--- src/rtl/ps2_pkg.sv ---
// Shared definitions for the PS/2 scan-code receiver and its entry FIFO.
package ps2_pkg;

  typedef enum logic [1:0] {
    ST_IDLE,
    ST_DATA,
    ST_PARITY,
    ST_STOP
  } ps2_state_e;

  localparam logic [7:0] PS2_EXT_PREFIX = 8'hE0;
  localparam logic [7:0] PS2_BRK_PREFIX = 8'hF0;
  localparam int         PS2_ENTRY_W    = 10;

  // Eight data bits plus the parity bit must carry odd weight.
  function automatic logic odd_weight(input logic [8:0] v);
    return ^v;
  endfunction

endpackage

--- src/rtl/ps2_sync_fifo.sv ---
// First-word fall-through FIFO holding decoded {ext, brk, scan} entries.
module ps2_sync_fifo #(
  parameter int DEPTH = 8,
  parameter int WIDTH = 10
) (
  input  logic                     clk,
  input  logic                     rst_n,
  input  logic                     push,
  input  logic                     pop,
  input  logic [WIDTH-1:0]         wdata,
  output logic [WIDTH-1:0]         rdata,
  output logic                     full,
  output logic                     empty,
  output logic [$clog2(DEPTH):0]   count
);

  localparam int AW = $clog2(DEPTH);
  localparam logic [AW:0] DEPTH_CNT = (AW+1)'(DEPTH);

  logic [WIDTH-1:0] mem [DEPTH];
  logic [AW-1:0]    wr_ptr, rd_ptr;
  logic [AW:0]      cnt;
  logic             do_push, do_pop;

  assign empty   = (cnt == '0);
  assign full    = (cnt == DEPTH_CNT);
  assign do_pop  = pop & ~empty;
  // A full FIFO still accepts a push when the head leaves in the same cycle.
  assign do_push = push & (~full | do_pop);
  assign count   = cnt;
  assign rdata   = empty ? '0 : mem[rd_ptr];

  always_ff @(posedge clk) begin
    if (do_push) mem[wr_ptr] <= wdata;
  end

  always_ff @(posedge clk or negedge rst_n) begin
    if (!rst_n) begin
      wr_ptr <= '0;
      rd_ptr <= '0;
      cnt    <= '0;
    end else begin
      if (do_push) wr_ptr <= wr_ptr + AW'(1);
      if (do_pop)  rd_ptr <= rd_ptr + AW'(1);
      case ({do_push, do_pop})
        2'b10:   cnt <= cnt + (AW+1)'(1);
        2'b01:   cnt <= cnt - (AW+1)'(1);
        default: ;
      endcase
    end
  end

endmodule

--- src/rtl/ps2_scan_fifo.sv ---
// PS/2 keyboard receiver: synchronise, frame, fold E0/F0 prefixes into flags,
// and queue the resulting entries for the host.
module ps2_scan_fifo
  import ps2_pkg::*;
#(
  parameter int DEPTH          = 8,
  parameter int SYNC_STAGES    = 2,
  parameter int TIMEOUT_CYCLES = 50000
) (
  input  logic                     CLOCK_50,
  input  logic                     resetn,
  input  logic                     ps2_clk,
  input  logic                     ps2_dat,
  input  logic                     rd_en,
  input  logic                     clr_err,
  output logic [PS2_ENTRY_W-1:0]   code_out,
  output logic                     code_valid,
  output logic [$clog2(DEPTH):0]   count,
  output logic                     overflow,
  output logic                     frame_err
);

  localparam int TW = $clog2(TIMEOUT_CYCLES + 1);

  logic [SYNC_STAGES-1:0] clk_sync, dat_sync;
  logic                   clk_prev;
  logic                   clk_s, dat_s, fall;

  ps2_state_e state, state_nx;
  logic [2:0]  bit_cnt;
  logic [7:0]  shreg;
  logic        par_ok;
  logic [TW-1:0] to_cnt;
  logic        to_hit, frame_done, good, bad;
  logic        is_ext, is_brk, push, drop;
  logic        ext_pend, brk_pend;
  logic        fifo_full, fifo_empty;

  always_ff @(posedge CLOCK_50 or negedge resetn) begin
    if (!resetn) begin
      clk_sync <= '1;
      dat_sync <= '1;
      clk_prev <= 1'b1;
    end else begin
      clk_sync <= {clk_sync[SYNC_STAGES-2:0], ps2_clk};
      dat_sync <= {dat_sync[SYNC_STAGES-2:0], ps2_dat};
      clk_prev <= clk_sync[SYNC_STAGES-1];
    end
  end

  assign clk_s = clk_sync[SYNC_STAGES-1];
  assign dat_s = dat_sync[SYNC_STAGES-1];
  assign fall  = clk_prev & ~clk_s;

  // A falling edge in the same cycle restarts the timeout, so it cannot also abort.
  assign to_hit = (state != ST_IDLE) && !fall && (to_cnt == TW'(TIMEOUT_CYCLES - 1));

  always_ff @(posedge CLOCK_50 or negedge resetn) begin
    if (!resetn) state <= ST_IDLE;
    else         state <= state_nx;
  end

  always_comb begin
    state_nx   = state;
    frame_done = 1'b0;
    if (to_hit) begin
      state_nx = ST_IDLE;
    end else if (fall) begin
      case (state)
        ST_IDLE:   if (!dat_s) state_nx = ST_DATA;
        ST_DATA:   if (bit_cnt == 3'd7) state_nx = ST_PARITY;
        ST_PARITY: state_nx = ST_STOP;
        ST_STOP: begin
          state_nx   = ST_IDLE;
          frame_done = 1'b1;
        end
        default:   state_nx = ST_IDLE;
      endcase
    end
  end

  assign good   = frame_done & par_ok & dat_s;
  assign bad    = (frame_done & ~(par_ok & dat_s)) | to_hit;
  assign is_ext = (shreg == PS2_EXT_PREFIX);
  assign is_brk = (shreg == PS2_BRK_PREFIX);
  assign push   = good & ~is_ext & ~is_brk;
  assign drop   = push & fifo_full & ~rd_en;

  always_ff @(posedge CLOCK_50 or negedge resetn) begin
    if (!resetn) begin
      bit_cnt   <= '0;
      shreg     <= '0;
      par_ok    <= 1'b0;
      to_cnt    <= '0;
      ext_pend  <= 1'b0;
      brk_pend  <= 1'b0;
      overflow  <= 1'b0;
      frame_err <= 1'b0;
    end else begin
      to_cnt <= (state == ST_IDLE || fall || to_hit) ? '0 : to_cnt + TW'(1);
      if (fall) begin
        case (state)
          ST_IDLE:   bit_cnt <= '0;
          ST_DATA: begin
            shreg   <= {dat_s, shreg[7:1]};
            bit_cnt <= bit_cnt + 3'd1;
          end
          ST_PARITY: par_ok <= odd_weight({shreg, dat_s});
          default:   ;
        endcase
      end
      if (bad) begin
        ext_pend <= 1'b0;
        brk_pend <= 1'b0;
      end else if (good) begin
        if (is_ext)      ext_pend <= 1'b1;
        else if (is_brk) brk_pend <= 1'b1;
        else begin
          ext_pend <= 1'b0;
          brk_pend <= 1'b0;
        end
      end
      if (drop)         overflow <= 1'b1;
      else if (clr_err) overflow <= 1'b0;
      if (bad)          frame_err <= 1'b1;
      else if (clr_err) frame_err <= 1'b0;
    end
  end

  ps2_sync_fifo #(
    .DEPTH (DEPTH),
    .WIDTH (PS2_ENTRY_W)
  ) u_fifo (
    .clk   (CLOCK_50),
    .rst_n (resetn),
    .push  (push),
    .pop   (rd_en),
    .wdata ({ext_pend, brk_pend, shreg}),
    .rdata (code_out),
    .full  (fifo_full),
    .empty (fifo_empty),
    .count (count)
  );

  assign code_valid = ~fifo_empty;

endmodule

--- config.mk ---
export PLATFORM = sky130hd
export DESIGN_NAME = ps2_scan_fifo
export DESIGN_NICKNAME = d
export VERILOG_FILES = /design/src/rtl/ps2_pkg.sv /design/src/rtl/ps2_sync_fifo.sv /design/src/rtl/ps2_scan_fifo.sv
export SDC_FILE = /design/constraint.sdc
export NUM_CORES = 1
export LEC_CHECK = 0
export ABC_AREA = 0
export ABC_CLOCK_PERIOD_IN_PS = 2680
export CORE_UTILIZATION = 45
export DETAILED_ROUTE_END_ITERATION = 6
export MAX_ROUTING_LAYER = met4
export PLACE_DENSITY = 0.64
export SLEW_MARGIN = 15
export SYNTH_ARGS = -nofsm -noshare
export SYNTH_HDL_FRONTEND = slang
export SYNTH_SLANG_ARGS = --single-unit
--- constraint.sdc ---
create_clock -name CLOCK_50 -period 2.68 [get_ports CLOCK_50]
set_input_delay 0.268 -clock CLOCK_50 [delete_from_list [all_inputs] [get_ports CLOCK_50]]
set_output_delay 0.268 -clock CLOCK_50 [all_outputs]
set_load 0.02 [all_outputs]
==> metrics.cfg <==
[layout]
fin_nets=428
layout_common_cells=edfxtp_1, dfrtp_1, nor2_1, buf_4
n_antenna_cell=0
ff_latch_area_mm2=0.003636
final_core_util_pct=57.36
syn2layout_area_growth_pct=21.89
drive_gt1_share_pct=22.70
nFillCells=918
multi_input_area_mm2=0.001772
final_common_cell=edfxtp_1

[floorplan]
start_util_pct=47.06
placementRows=39
ioPinCount=23
die_w_um=112.2
die_h_um=112.2
dieArea_mm2=0.01259
core_area_mm2=0.01161

[yosys]
synth_area_leader_cell=edfxtp_1
syn_nets=370
synth_cell_type_count=45
yosysTopAreaCellShare_pct=43.96
yosysSeqAreaShare_pct=66.51
synth_seq_cells=129
synth_top_family_by_area=multiplexers
synth-edff-count=80
synth-adder-area-share_pct=2.747
yosysWarnings=0
synthesis.area_mm2=0.005465
synthMuxAreaShare_pct=12.52
avgSynthCellArea_um2=15.53
synth-main-ff-cell=edfxtp_1
synth_cells=352
async_flop_share_pct=37.98
synth_compound_area_share_pct=3.068
synth-xor-area-share_pct=4.418
synthTopCellsByArea=edfxtp_1, dfrtp_1, mux4_2
synthSimpleGateAreaFrac_pct=9.455

[setup_path]
cp-startpoint=u_fifo.rd_ptr[0]
reg2reg_from=state[0]
worstPathArrival_ps=2290
path_max_fanout=11
required_ps=2410
endpoint_kind=output port
critPathKind=register to output port
cp-start-kind=register

[min_path]
hold_class=primary input to register
min_from=ps2_dat

[clock_tree]
clk_latency_ps=420
cts_sinks=129
cts_buffers=17
cts.clk_slew.worst_paths_ps=50
cts_tree=built
root_buffer=clkbuf_16
post_cts_buffers=0
clockBufferDepth=2
h-tree-depth=4

[global_routing]
grt_overflow=0
grt_pass1_wl_mm=17.00
grt.total_usage_pct=18.90
antenna_found_initial=0
grt_max_degree=28
grt_pass1_vias=3346

[sta]
slew_headroom_pct=54.72
min_period_ps=2561
max_freq_mhz=390.5
fin_ws_ps=119.2
fin_setup_tns_ps=0
worstMarginPinSlew_ps=677.8
finalCritPeriodShare_pct=95.55
report.final.slew_viol_count=0
fin_skew_ps=4.650
hold_slack_ps=251.3
setup_violations=0
hold_viol_final=0
rsz0062_at_grt=no

[detailed_routing]
first_iter_violations=147
viasPerCell=5.539
vias=3135
drcViolationCount=0
drt-total-wl_mm=10.39
routedWlPerCell_um=18.36
ant_nets=0
firstDrtPassIters=4

[pwr]
vdd_drop_max_v=0.0003952
power_density_mw_per_mm2=1078
leakagePower_nw=2.562
finalPower_mw=7.184

[outcome]
outcome=completed

[place]
hpwl_mm=6.645
dp_slack_ps=157.3
io_buffers=22
gp_congestion=0.8020

[flow_run]
max_cap_violations=0

## critical path, stage by stage, from the launching register on
cell and delay [ps]:
dfrtp_2 410, buf_12 170, mux4_2 500, mux2i_1 170
nor2_1 70, clkdlybuf4s50_1 540
## sequential cells by signal (all words and copies together), names as in the netlist
name and count:
bit_cnt 3, brk_pend 1, clk_prev 1, clk_sync 2
dat_sync 2, ext_pend 1, frame_err 1, overflow 1
par_ok 1, shreg 8, state 2, to_cnt 16
u_fifo.count 4, u_fifo.mem 80, u_fifo.rd_ptr 3, u_fifo.wr_ptr 3
## Yosys cell counts (all sizes together) (6+ instances only)
library cell  instances
o21ai                 9
nor2                 32
nor3                  8
a21oi                 6
nand2                16
xnor2                14
xor2                 11
ha                   12
edfxtp               80
clkbuf                9
mux4                 20
dfrtp                44
mux2i                11
nand3                10
mux2                 11
inv                   7
## cells by family (layout without fill, tap and decap cells)
logic type / after synthesis / count (layout)
flip-flops: 129 / 129
AND/OR/NAND/NOR: 99 / 99
multiplexers: 42 / 42
AO/OA/AOI/OAI: 26 / 26
XOR/XNOR: 26 / 26
buffers and inverters: 18 / 89
adder cells (fa/ha/maj): 12 / 12
## worst paths after layout
check                                        end  slack [ps]  cells after the start
worst max-delay path                 code_out[6]         120                      5
worst min-delay path                 dat_sync[0]         250                      1
worst max register to register   u_fifo.count[2]         260                     11
worst min register to register       clk_sync[1]         360                      0
max in group asynchronous       u_fifo.rd_ptr[0]        1550                      3
min in group asynchronous              to_cnt[8]         390                      2
## final cells by class
type | instances | share of cell area (%)
repair buffers | 50 | 6.912
clock inverters | 10 | 2.010
inverters | 7 | 0.3944
clock buffers | 22 | 6.818
flip-flops and latches | 129 | 54.58
well taps | 143 | 2.686
multi-input cells | 205 | 26.60
## through the flow
step,area (um2),instances
6_report,6661,566
5_1_grt,6661,566
4_1_cts,6628,565
3_5_place_dp,6030,532
3_3_place_gp,6030,532
2_1_floorplan,5465,352
## metal layers
layer | global-route usage, % | vias to the layer above | share of wire (%)
met5 | - | - | 0
met4 | 9.778 | 0 | 2.3
met3 | 4.860 | 22 | 3.4
met2 | 30.23 | 56 | 51
met1 | 22.19 | 1609 | 43
li1 | - | 1448 | -
## repair_timing
| action | in CTS | in global routing |
|---|---|---|
| gates resized for setup | 0 | 3 |
| hold endpoints to repair | 21 | 0 |
| setup endpoints to repair | 0 | 4 |
| hold buffers | 1 | 0 |
## report_power, final
group	internal (mW)	switching, mW	leakage [nW]
registers	2.44	0.283	1.37
clock network	1.48	0.823	0.286
logic	1.12	1.03	0.907
total	5.04	2.14	2.56
No activity file was read; power rests on OpenSTA's default activity.
